$ cat config.mk
export PLATFORM = sky130hd
export DESIGN_NAME = wb_arbiter_flat
export DESIGN_NICKNAME = d
export VERILOG_FILES = /design/src/rtl/wb_arbiter_if.sv /design/src/rtl/wb_arbiter.sv /design/src/flat_wrapper.sv
export SDC_FILE = /design/constraint.sdc
export NUM_CORES = 1
export LEC_CHECK = 0
export CELL_PAD_IN_SITES_DETAIL_PLACEMENT = 1
export CELL_PAD_IN_SITES_GLOBAL_PLACEMENT = 1
export CORE_ASPECT_RATIO = 2
export CORE_UTILIZATION = 35
export DETAILED_ROUTE_END_ITERATION = 10
export GPL_TIMING_DRIVEN = 0
export PLACE_DENSITY = 0.85
export SYNTH_ARGS = -nofsm -noshare
export SYNTH_HDL_FRONTEND = slang
export SYNTH_SLANG_ARGS = --single-unit
$ cat constraint.sdc
create_clock -name clk -period 3.8 [get_ports clk]
set_input_delay 0.76 -clock clk [delete_from_list [all_inputs] [get_ports clk]]
set_output_delay 0.76 -clock clk [all_outputs]
set_load 0.005 [all_outputs]
$ cat src/rtl/wb_arbiter_if.sv
// Writeback bus between the ALU / load unit and the register-file port.
// The arbiter sits on the slave side.
interface wb_arbiter_if #(
  parameter int XLEN  = 32,
  parameter int DEPTH = 2
);
  localparam int CW = $clog2(DEPTH) + 1;

  logic            alu_valid;
  logic            alu_ready;
  logic [4:0]      alu_rd;
  logic [XLEN-1:0] alu_data;
  logic            ld_valid;
  logic            ld_ready;
  logic [4:0]      ld_rd;
  logic [XLEN-1:0] ld_data;
  logic            we;
  logic [4:0]      rd_reg;
  logic [XLEN-1:0] wdata;
  logic [31:0]     pending_mask;
  logic [CW-1:0]   ld_count;

  modport master (
    output alu_valid, alu_rd, alu_data, ld_valid, ld_rd, ld_data,
    input  alu_ready, ld_ready, we, rd_reg, wdata, pending_mask, ld_count
  );

  modport slave (
    input  alu_valid, alu_rd, alu_data, ld_valid, ld_rd, ld_data,
    output alu_ready, ld_ready, we, rd_reg, wdata, pending_mask, ld_count
  );
endinterface

$ cat src/rtl/wb_arbiter.sv
// Register-file writeback arbiter: ALU results win, loads wait in a small FIFO
// and are forced through after STARVE_LIMIT consecutive ALU grants.
module wb_arbiter #(
  parameter int XLEN         = 32,
  parameter int DEPTH        = 2,
  parameter int STARVE_LIMIT = 4
) (
  input logic         clk,
  input logic         rst,
  wb_arbiter_if.slave bus
);
  localparam int AW = $clog2(DEPTH);
  localparam int CW = AW + 1;
  localparam int SW = $clog2(STARVE_LIMIT + 1);

  logic [4:0]       mem_rd_r   [DEPTH];
  logic [XLEN-1:0]  mem_data_r [DEPTH];
  logic [DEPTH-1:0] valid_r;
  logic [AW-1:0]    wr_ptr_r;
  logic [AW-1:0]    rd_ptr_r;
  logic [CW-1:0]    count_r;
  logic [SW-1:0]    starve_cnt_r;
  logic             we_r;
  logic [4:0]       rd_reg_r;
  logic [XLEN-1:0]  wdata_r;

  logic             fifo_empty_s;
  logic             ld_ready_s;
  logic             starve_s;
  logic             alu_grant_s;
  logic             ld_grant_s;
  logic             push_s;
  logic [31:0]      pending_s;

  function automatic logic [31:0] rd_onehot(input logic [4:0] rd);
    return 32'd1 << rd;
  endfunction

  // Grant and handshake decode, from registered state only (no pop bypass)
  always_comb begin
    fifo_empty_s = (count_r == CW'(0));
    ld_ready_s   = (count_r < CW'(DEPTH)) && !rst;
    starve_s     = (starve_cnt_r == SW'(STARVE_LIMIT)) && !fifo_empty_s;
    alu_grant_s  = bus.alu_valid && !starve_s && !rst;
    ld_grant_s   = !alu_grant_s && !fifo_empty_s && !rst;
    push_s       = bus.ld_valid && ld_ready_s;
  end

  // Destinations of buffered loads, x0 never reported
  always_comb begin
    pending_s = 32'd0;
    for (int i = 0; i < DEPTH; i++) begin
      if (valid_r[i]) begin
        pending_s = pending_s | rd_onehot(mem_rd_r[i]);
      end else begin
        pending_s = pending_s;
      end
    end
    pending_s[0] = 1'b0;
  end

  // Load FIFO, starvation counter and registered register-file port
  always_ff @(posedge clk or posedge rst) begin
    if (rst) begin
      for (int i = 0; i < DEPTH; i++) begin
        mem_rd_r[i]   <= 5'd0;
        mem_data_r[i] <= '0;
      end
      valid_r      <= '0;
      wr_ptr_r     <= '0;
      rd_ptr_r     <= '0;
      count_r      <= '0;
      starve_cnt_r <= '0;
      we_r         <= 1'b0;
      rd_reg_r     <= 5'd0;
      wdata_r      <= '0;
    end else begin
      if (push_s) begin
        mem_rd_r[wr_ptr_r]   <= bus.ld_rd;
        mem_data_r[wr_ptr_r] <= bus.ld_data;
        valid_r[wr_ptr_r]    <= 1'b1;
        wr_ptr_r             <= wr_ptr_r + AW'(1);
      end
      if (ld_grant_s) begin
        valid_r[rd_ptr_r] <= 1'b0;
        rd_ptr_r          <= rd_ptr_r + AW'(1);
      end
      case ({push_s, ld_grant_s})
        2'b10:   count_r <= count_r + CW'(1);
        2'b01:   count_r <= count_r - CW'(1);
        default: count_r <= count_r;
      endcase
      if (ld_grant_s || fifo_empty_s) begin
        starve_cnt_r <= '0;
      end else if (alu_grant_s && (starve_cnt_r != SW'(STARVE_LIMIT))) begin
        starve_cnt_r <= starve_cnt_r + SW'(1);
      end
      // x0 writes are consumed but suppressed; address/data hold their last value
      if (alu_grant_s) begin
        we_r <= (bus.alu_rd != 5'd0);
        if (bus.alu_rd != 5'd0) begin
          rd_reg_r <= bus.alu_rd;
          wdata_r  <= bus.alu_data;
        end
      end else if (ld_grant_s) begin
        we_r <= (mem_rd_r[rd_ptr_r] != 5'd0);
        if (mem_rd_r[rd_ptr_r] != 5'd0) begin
          rd_reg_r <= mem_rd_r[rd_ptr_r];
          wdata_r  <= mem_data_r[rd_ptr_r];
        end
      end else begin
        we_r <= 1'b0;
      end
    end
  end

  assign bus.alu_ready    = alu_grant_s;
  assign bus.ld_ready     = ld_ready_s;
  assign bus.we           = we_r;
  assign bus.rd_reg       = rd_reg_r;
  assign bus.wdata        = wdata_r;
  assign bus.pending_mask = pending_s;
  assign bus.ld_count     = count_r;
endmodule

$ cat src/flat_wrapper.sv
// flat-port wrapper written by rule: the top's interface ports become plain ports
module wb_arbiter_flat 
#(
  parameter int XLEN         = 32,
  parameter int DEPTH        = 2,
  parameter int STARVE_LIMIT = 4
)
  (clk, rst, bus_alu_valid, bus_alu_rd, bus_alu_data, bus_ld_valid, bus_ld_rd, bus_ld_data, bus_alu_ready, bus_ld_ready, bus_we, bus_rd_reg, bus_wdata, bus_pending_mask, bus_ld_count);
  wb_arbiter_if #(.XLEN(XLEN), .DEPTH(DEPTH)) bus_i ();
  input logic clk;
  input logic rst;
  input wire logic [$bits(bus_i.alu_valid)-1:0] bus_alu_valid;
  input wire logic [$bits(bus_i.alu_rd)-1:0] bus_alu_rd;
  input wire logic [$bits(bus_i.alu_data)-1:0] bus_alu_data;
  input wire logic [$bits(bus_i.ld_valid)-1:0] bus_ld_valid;
  input wire logic [$bits(bus_i.ld_rd)-1:0] bus_ld_rd;
  input wire logic [$bits(bus_i.ld_data)-1:0] bus_ld_data;
  output wire logic [$bits(bus_i.alu_ready)-1:0] bus_alu_ready;
  output wire logic [$bits(bus_i.ld_ready)-1:0] bus_ld_ready;
  output wire logic [$bits(bus_i.we)-1:0] bus_we;
  output wire logic [$bits(bus_i.rd_reg)-1:0] bus_rd_reg;
  output wire logic [$bits(bus_i.wdata)-1:0] bus_wdata;
  output wire logic [$bits(bus_i.pending_mask)-1:0] bus_pending_mask;
  output wire logic [$bits(bus_i.ld_count)-1:0] bus_ld_count;
  assign bus_i.alu_valid = bus_alu_valid;
  assign bus_i.alu_rd = bus_alu_rd;
  assign bus_i.alu_data = bus_alu_data;
  assign bus_i.ld_valid = bus_ld_valid;
  assign bus_i.ld_rd = bus_ld_rd;
  assign bus_i.ld_data = bus_ld_data;
  assign bus_alu_ready = bus_i.alu_ready;
  assign bus_ld_ready = bus_i.ld_ready;
  assign bus_we = bus_i.we;
  assign bus_rd_reg = bus_i.rd_reg;
  assign bus_wdata = bus_i.wdata;
  assign bus_pending_mask = bus_i.pending_mask;
  assign bus_ld_count = bus_i.ld_count;
  wb_arbiter #(.XLEN(XLEN), .DEPTH(DEPTH), .STARVE_LIMIT(STARVE_LIMIT)) u_core (.clk(clk), .rst(rst), .bus(bus_i));
endmodule
==> flow_summary.ini, run 1 <==
[timing]
fin_crit_sh_pct = 94.0
rsz0062_at_grt = false
fin_hold_ws_ns = 0.503
fmax_mhz = 280
slew-limit-headroom_pct = 44.2
finalWorstSetupSlack_ns = 0.229
skew_ns = 0.0122
hold_viol = 0
fin_crit_ns = 3.57
slew_viol_final = 0
worst_pin_slew_ns = 0.835
setup_violations = 0

[yosys]
ys_ff_latch = 121
synth_top_area_share_pct = 50.3
synth_area_leaders = dfrtp_1, mux2_2, mux2_4
synth_top_flop_cell = dfrtp_1
avgSynthCellArea_sq_um = 13.8
synthArstFlopShare_pct = 100
synthMuxAreaShare_pct = 35.8
yosys.cell_count.top_type = mux2_2
synth_edf_count = 0
synth.largest_area_cell = dfrtp_1
synth_compound_area_share_pct = 4.33
synth_cell_types = 33
ys_seq_area_share_pct = 50.3
synth-adder-area-share_pct = 0.624
syn_area_sq_um = 6020
synth-simple-area-share_pct = 5.16
syn_inst = 436
yosys_warnings = 0
synth-xor-area-share_pct = 0.728
synth_top_family_by_area = multiplexers
synth_nets = 517
synth_common_cells = mux2_2, dfrtp_1, o22ai_1

[power]
leakagePower_uw = 0.00342
powerDensity_nw_per_um2 = 810
ir_drop_v = 0.000362
power_uw = 6790

[global_routing]
grt_usage_pct = 21.3
antenna_found_initial = 0
grt_pass1_vias = 5117
grt_pass1_wl_mm = 28.3
grt-ovfl-total = 0
grt_max_degree = 45

[cells_and_area]
final_nets = 687
fill_cells = 1737
final_area_sq_um = 8390
syn_to_final_growth_pct = 39.5
regMostFlops = u_core.mem_data_r
largest_reg_flops = 64
layout-drive-gt1-share_pct = 39.1
diodes = 0
instances_no_fill = 826

[status]
outcome = complete, no violations

[worst_setup_path]
crit_fanout = 19
path_class = input pin to primary output
start_kind = input pin
ff2ff_path_depth = 8
worstPathArrival_ns = 2.81
end_kind = primary output
cp.required_ns = 3.04

[clock_tree]
clockRootBuffer = clkbuf_16
cts_buffer_depth = 2
cts_resized = 0
cts_setup_buffers = 0
h-tree-depth = 4
ctsHoldBuffers = 0
cts_sinks = 121
clk_latency_ns = 0.42
clkTransAtPathRegs_ns = 0.06
cts_tree = built
cts_made_buffers = 17

[floorplanning]
ios = 152
die_h_um = 187
num_rows = 67
initial_core_util_pct = 35.9
die_x_um = 94.7
dieArea_sq_um = 17700
core_sq_um = 16800

[min_path]
hold_depth = 1
hp-class = flop to flop

[place]
place_congestion = 0.812
hpwlAfterDp_mm = 13.1
io_buffers = 150
dp_cells = 795
placed_cell_area_sq_um = 7820
pre_cts_slack_ns = -0.237

[detailed_routing]
drtIter0Drc = 101
avgViaCountPerCell = 5.17
wl_per_cell_um = 21.1
vias = 4274
drc = 0
totalWireLength_mm = 17.4
ant_nets = 0
drt-pass1-iter-count = 4

[flow_run]
drv_cap = 0
## report_power, final
group / total (uW) / switching (uW) / internal (uW)
registers: 2330 / 391 / 1940
logic: 2900 / 1110 / 1790
clock network: 1570 / 588 / 977
total: 6790 / 2090 / 4700
## cells by family (layout without fill, tap and decap cells)
logic type | after synthesis | count (layout)
mux | 185 | 185
simple gates | 46 | 46
buf+inv | 35 | 218
xor+xnor | 5 | 5
fa+ha+maj | 3 | 3
compound gates | 40 | 40
flops | 121 | 121
other cells | 1 | 1
## placed cells by master, fill, tap and decap left out, types with 2 or more instances in the layout
cell type and n:
mux2_2 163, clkdlybuf4s50_1 150, dfrtp_1 121, o22ai_1 31, mux2_4 19, clkbuf_16 17, clkbuf_1 16, nand3b_1 11
buf_2 10, nor2_1 8, nand2_1 6, or3b_2 6, nand3_1 5, clkinv_2 5, xnor2_1 4, buf_6 4
inv_1 4, nor2b_1 3, clkinvlp_4 3, a21oi_1 3, mux2_1 3, ha_1 3, clkinv_4 3, o21ai_0 2
or3_4 2, bufinv_16 2, buf_12 2
## worst max-delay path, stage by stage
cell             delay [ns]
clkdlybuf4s50_1        0.66
nor2b_1                0.14
o21ai_2                0.16
buf_2                  0.52
inv_1                  0.10
clkdlybuf4s50_1        0.46
## per-layer routing
layer	up-vias	wire length, um	global-route usage [%]
met5	-	0	0
met4	0	358	7.34
met3	23	491	3.66
met2	125	10500	41.7
met1	2192	6060	21.4
li1	1934	-	-
## final timing paths
check                      slack [ns]              startpoint                     end
min                              0.50         u_core.wr_ptr_r         u_core.wr_ptr_r
max reg2reg                      1.29  u_core.starve_cnt_r[0]     u_core.bus.wdata[6]
min in group asynchronous        1.05                     rst  u_core.starve_cnt_r[2]
max in group asynchronous        2.04                     rst    u_core.mem_data_r[5]
max                              0.23                     rst           bus_alu_ready
min reg2reg                      0.50         u_core.wr_ptr_r         u_core.wr_ptr_r
## cell type report
type / count / area (sq um) / area share (%)
Buffer: 29 / 155 / 1.85
Clock buffer: 20 / 447 / 5.32
Clock inverter: 12 / 126 / 1.51
Inverter: 5 / 22.5 / 0.268
Multi-Input combinational cell: 280 / 2810 / 33.5
Sequential cell: 121 / 3030 / 36.1
Tap cell: 207 / 259 / 3.09
Timing Repair Buffer: 152 / 1540 / 18.4
## through the flow
step,setup TNS [ns],util (%)
6_report,0,50.0
4_1_cts,0,50.0
3_3_place_gp,-0.591,46.4
2_1_floorplan,0,-
3_5_place_dp,-0.237,46.6
5_1_grt,0,50.0
(Power assumes the default switching activity.)
==> run 2: changes to the inputs <==
--- a/config.mk
+++ b/config.mk
@@ -8,10 +8,11 @@
 export CELL_PAD_IN_SITES_DETAIL_PLACEMENT = 1
 export CELL_PAD_IN_SITES_GLOBAL_PLACEMENT = 1
 export CORE_ASPECT_RATIO = 2
+export CORE_MARGIN = 8
 export CORE_UTILIZATION = 35
 export DETAILED_ROUTE_END_ITERATION = 10
 export GPL_TIMING_DRIVEN = 0
-export PLACE_DENSITY = 0.85
+export PLACE_DENSITY = 0.83
 export SYNTH_ARGS = -nofsm -noshare
 export SYNTH_HDL_FRONTEND = slang
 export SYNTH_SLANG_ARGS = --single-unit
==> flow_summary.ini, run 2 (synthesis gave the netlist of run 1 again) <==
[cells_and_area]
syn_to_final_growth_pct = 40.6
regMostFlops = u_core.mem_data_r
largest_reg_flops = 64
layout_commonest_cell = mux2_2
diodes = 0
fill_cells = 1742
instances_no_fill = 830
final_cell_mix = mux2_2, clkdlybuf4s50_1, dfrtp_1, o22ai_1, mux2_4
final_nets = 688
layout-drive-gt1-share_pct = 39.4

[detailed_routing]
drc = 0
vias = 4302
ant_nets = 0
totalWireLength_mm = 17.5
drt-pass1-iter-count = 4
drtIter0Drc = 114
wl_per_cell_um = 21.1
avgViaCountPerCell = 5.18

[power]
leakagePower_uw = 0.00344
p_comb_share_pct = 41.8
netSwitchingFraction_pct = 30.0
ir_drop_v = 0.000429
power_uw = 6870
p_sw_uw = 2060
clkPwrFrac_pct = 24.4
powerDensity_nw_per_um2 = 812
internal-power_uw = 4810
p_seq_share_pct = 33.8

[place]
dp_cells = 799
place_congestion = 0.842
io_buffers = 150
pre_cts_slack_ns = -0.213
hpwlAfterDp_mm = 13.2

[timing]
skew_ns = 0.00920
finalWorstSetupSlack_ns = 0.245
hold_viol = 0
fmax_mhz = 281
slew_viol_final = 0
slew-limit-headroom_pct = 51.0
worst_pin_slew_ns = 0.735
rsz0062_at_grt = false
fin_crit_sh_pct = 93.5
fin_crit_ns = 3.55
setup_violations = 0

[floorplanning]
initial_core_util_pct = 35.4
ios = 152
num_rows = 68
die_x_um = 109
dieArea_sq_um = 21900
die_h_um = 201
core_sq_um = 17000

[global_routing]
grt_pass1_vias = 4885
grt_pass1_wl_mm = 28.2
grt-ovfl-total = 0
antenna_found_initial = 1
grt_usage_pct = 16.6
grt_max_degree = 42

[worst_setup_path]
crit_top_cell = clkdlybuf4s50_1
crit_slowest_cell = clkdlybuf4s50_1
cp.required_ns = 3.04
path_cells = clkdlybuf4s50_1 > nor2b_1 > o21ai_2 > buf_2 > inv_1 > clkdlybuf4s50_1
crit_fanout = 19
start_kind = input pin
end_kind = primary output
worstPathArrival_ns = 2.79
crit_buf_inv = 4
worst_path_largest_cell_delay_ns = 0.66
crit_family = buffers and inverters
path_class = input pin to primary output

[clock_tree]
cts_setup_buffers = 0
cts_sinks = 121
cts_resized = 0
ctsHoldBuffers = 0
clockRootBuffer = clkbuf_16
clkTransAtPathRegs_ns = 0.05
clk_latency_ns = 0.41
cts_tree = built
cts_made_buffers = 17
h-tree-depth = 4
cts_buffer_depth = 2

[status]
outcome = complete, no violations

[flow_run]
drv_cap = 0

[min_path]
hp-class = flop to flop
==> run 2: cell count changes in the layout (fill, tap and decap cells not counted), sizes merged <==
cell,before,now
buf,17,18
clkinv,8,5
clkbuf,34,35
clkinvlp,3,4
bufinv,2,3
==> run 2: per-layer routing <==
layer	GRT usage (%)	wire [um]
met5	0	13
met4	4.28	165
met3	6.73	1730
met2	27.0	8630
met1	19.7	6990
==> run 2: metrics by stage <==
step	cell area, sq um	util, %	hold WS, ns	TNS (ns)
floorplan	6020	-	0.460	0
global placement	7780	45.7	0.484	-0.850
detailed placement	7840	46.1	0.487	-0.213
CTS	8460	49.7	0.494	0
global route	8460	49.7	0.518	0
finish	8460	49.7	0.494	0
==> run 2: area by class of cell <==
class / instances / area (sq um) / share of cell area (%)
multi-input cells: 280 / 2810 / 33.2
repair buffers: 153 / 1560 / 18.5
plain buffers: 29 / 155 / 1.83
inverters: 5 / 22.5 / 0.266
clock inverters: 11 / 145 / 1.72
well taps: 210 / 263 / 3.11
flip-flops and latches: 121 / 3030 / 35.8
clock buffers: 21 / 470 / 5.56
==> run 2: path summary, 6_finish.rpt <==
kind	start	to	slack (ns)	depth (start not counted)
worst max-delay path	rst	bus_alu_ready	0.25	6
worst min-delay path	u_core.wr_ptr_r	u_core.wr_ptr_r	0.49	1
worst max register to register	u_core.starve_cnt_r[0]	u_core.bus.wdata[10]	1.37	7
worst min register to register	u_core.wr_ptr_r	u_core.wr_ptr_r	0.49	1
max in group asynchronous	rst	u_core.mem_data_r[35]	2.02	4
min in group asynchronous	rst	u_core.starve_cnt_r[2]	0.98	2
==> run 2: power by group through the flow <==
stage	combinational (uW)	sequential [uW]	clock, uW
after floorplan	1820	2240	0
after global placement	2780	2280	0
after detailed placement	2880	2330	0
after CTS	2910	2330	1720
after global routing	3110	2410	1770
final	2870	2320	1680
==> run 3: changes to the inputs <==
--- a/config.mk
+++ b/config.mk
@@ -5,14 +5,15 @@
 export SDC_FILE = /design/constraint.sdc
 export NUM_CORES = 1
 export LEC_CHECK = 0
+export ABC_AREA = 1
 export CELL_PAD_IN_SITES_DETAIL_PLACEMENT = 1
 export CELL_PAD_IN_SITES_GLOBAL_PLACEMENT = 1
 export CORE_ASPECT_RATIO = 2
 export CORE_MARGIN = 8
-export CORE_UTILIZATION = 35
+export CORE_UTILIZATION = 32
 export DETAILED_ROUTE_END_ITERATION = 10
 export GPL_TIMING_DRIVEN = 0
-export PLACE_DENSITY = 0.83
+export PLACE_DENSITY = 0.84
 export SYNTH_ARGS = -nofsm -noshare
 export SYNTH_HDL_FRONTEND = slang
 export SYNTH_SLANG_ARGS = --single-unit
==> flow_summary.ini, run 3 <==
[status]
outcome = complete, no violations

[global_routing]
grt_max_degree = 67
antenna_found_initial = 2
grt_pass1_wl_mm = 38.6
grt_pass1_vias = 7323
grt_usage_pct = 19.9
grt-ovfl-total = 0

[clock_tree]
cts_buffer_depth = 2
cts_setup_buffers = 0
clkTransAtPathRegs_ns = 0.05
cts_made_buffers = 17
cts_tree = built
ctsHoldBuffers = 0
clockRootBuffer = clkbuf_16
cts_sinks = 121
clk_latency_ns = 0.42
cts_resized = 0
h-tree-depth = 4

[detailed_routing]
wl_met1_mm = 8.27
ant_nets = 0
drc = 0
wl_per_cell_um = 18.3
route.met2.wl_mm = 13.8
totalWireLength_mm = 24.3
drtIter0Drc = 350
vias = 6689
avgViaCountPerCell = 5.03
routed-wl-met3_mm = 1.02
top_layer_used = met4
drt-pass1-iter-count = 5

[place]
hpwlAfterDp_mm = 19.5
dp_cells = 1297
place_congestion = 0.870
io_buffers = 150

[yosys]
synth.largest_area_cell = dfrtp_1
synth_common_cells = nand2_1, dfrtp_1, o21ai_0
ys_ff_latch = 121
yosys_warnings = 0
syn_area_sq_um = 6440
yosys.cell_count.top_type = nand2_1
synth_top_flop_cell = dfrtp_1
synth_cell_types = 29
synth_nets = 965
synth_top_area_share_pct = 47.0
synth_area_leaders = dfrtp_1, nand2_1, o21ai_0
avgSynthCellArea_sq_um = 7.28
ys_seq_area_share_pct = 47.0
syn_inst = 884
synth_edf_count = 0
synthArstFlopShare_pct = 100

[timing]
slew-limit-headroom_pct = 57.9
setup_violations = 0
slew_viol_final = 0
skew_ns = 0.00981
fin_crit_ns = 3.38
rsz0062_at_grt = false
fmax_mhz = 296
fin_crit_sh_pct = 88.9
hold_viol = 0
worst_pin_slew_ns = 0.631

[flow_run]
drv_cap = 0

[cells_and_area]
multiInputGateArea_sq_um = 2850
final_cell_mix = nand2_1, clkdlybuf4s50_1, dfrtp_1, o21ai_0, nand3_1
syn_to_final_growth_pct = 37.4
final_nets = 1135
largest_reg_flops = 64
seq_area_sq_um = 3030
instances_no_fill = 1330
regMostFlops = u_core.mem_data_r
fill_cells = 2550
layout_commonest_cell = nand2_1
finish.utilization_pct = 44.7
layout-drive-gt1-share_pct = 7.22

[worst_setup_path]
path_class = input pin to primary output
crit_family = buffers and inverters
worst_path_largest_cell_delay_ns = 0.58
r2r_end = u_core.bus.wdata[19]
crit_slowest_cell = clkdlybuf4s50_1
crit_fanout = 10
path_cells = clkdlybuf4s50_1 > inv_1 > nand3_2 > clkbuf_1 > inv_1 > clkdlybuf4s50_1
r2r_start = u_core.starve_cnt_r[0]
worstSetupPathDepth = 6
end_kind = primary output
critPathCapture = bus_alu_ready
cp.required_ns = 3.04
start_kind = input pin
worstPathArrival_ns = 2.62
crit_start = rst
ff2ff_path_depth = 11
reg2reg_slack_ns = 1.73
crit_buf_inv = 5

[floorplanning]
die_x_um = 116
dieArea_sq_um = 25200
ios = 152
initial_core_util_pct = 32.5
die_h_um = 217
core_sq_um = 19800
num_rows = 73

[power]
powerDensity_nw_per_um2 = 733
ir_drop_v = 0.000258
leakagePower_uw = 0.00430

[min_path]
hp-class = flop to flop
[run 3: where the power goes]
part / total (uW) / internal, uW / switching [uW]
sequential: 2270 / 1870 / 396
clock: 1490 / 920 / 567
combinational: 2730 / 1110 / 1620
total: 6490 / 3900 / 2580
[run 3: kinds of logic (layout without fill, tap and decap cells)]
group / after synthesis / count (layout) / share of synthesized area [%]
AND/OR/NAND/NOR: 509 / 509 / 33.9
buffers and inverters: 130 / 312 / 8.65
flip-flops: 121 / 121 / 47.0
AO/OA/AOI/OAI: 116 / 116 / 9.25
XOR/XNOR: 4 / 4 / 0.544
adder cells (fa/ha/maj): 3 / 3 / 0.583
other: 1 / 3 / 0.0582
[run 3: tightest hold or removal path: stages, from the launching register on]
cell,delay [ns]
dfrtp_1,0.34
nand2_1,0.05
o21ai_0,0.06
[run 3: area by class of cell]
cell class | count | area share (%)
flip-flops and latches | 121 | 34.2
multi-input cells | 633 | 32.2
repair buffers | 151 | 17.3
clock buffers | 22 | 5.25
well taps | 262 | 3.70
plain buffers | 58 | 3.35
inverters | 72 | 3.05
clock inverters | 9 | 0.848
diodes | 2 | 0.0566
[run 3: layer usage]
| metal | vias to the layer above | GRT usage, % |
|---|---|---|
| li1 | 3199 | - |
| met1 | 3234 | 18.1 |
| met3 | 73 | 3.70 |
| met4 | 0 | 11.8 |
| met2 | 183 | 38.6 |
| met5 | - | 0 |
[run 3: worst min-delay path by stage]
stage	start	to	cells past startpoint	slack [ns]
after detailed placement	u_core.mem_data_r[39]	u_core.mem_data_r[39]	2	0.47
after global routing	u_core.mem_data_r[24]	u_core.mem_data_r[24]	2	0.50
after CTS	u_core.mem_data_r[35]	u_core.mem_data_r[35]	2	0.49
final	u_core.mem_data_r[19]	u_core.mem_data_r[19]	2	0.48
after global placement	u_core.mem_data_r[24]	u_core.mem_data_r[24]	2	0.47
after floorplan	u_core.mem_data_r[25]	u_core.mem_data_r[25]	2	0.45
[run 3: stage by stage]
step                      hold WS [ns]  area, sq um  setup TNS (ns)  worst slack, ns  total power (uW)
final                            0.481         8850               0            0.422              6490
after global routing             0.503         8850               0            0.261              6960
after CTS                        0.487         8840               0            0.397              6530
after detailed placement         0.473         8310               0            0.416              5010
after global placement           0.466         8270          -97.03           -0.773              4870
after floorplan                  0.453         6440               0            0.641              3750
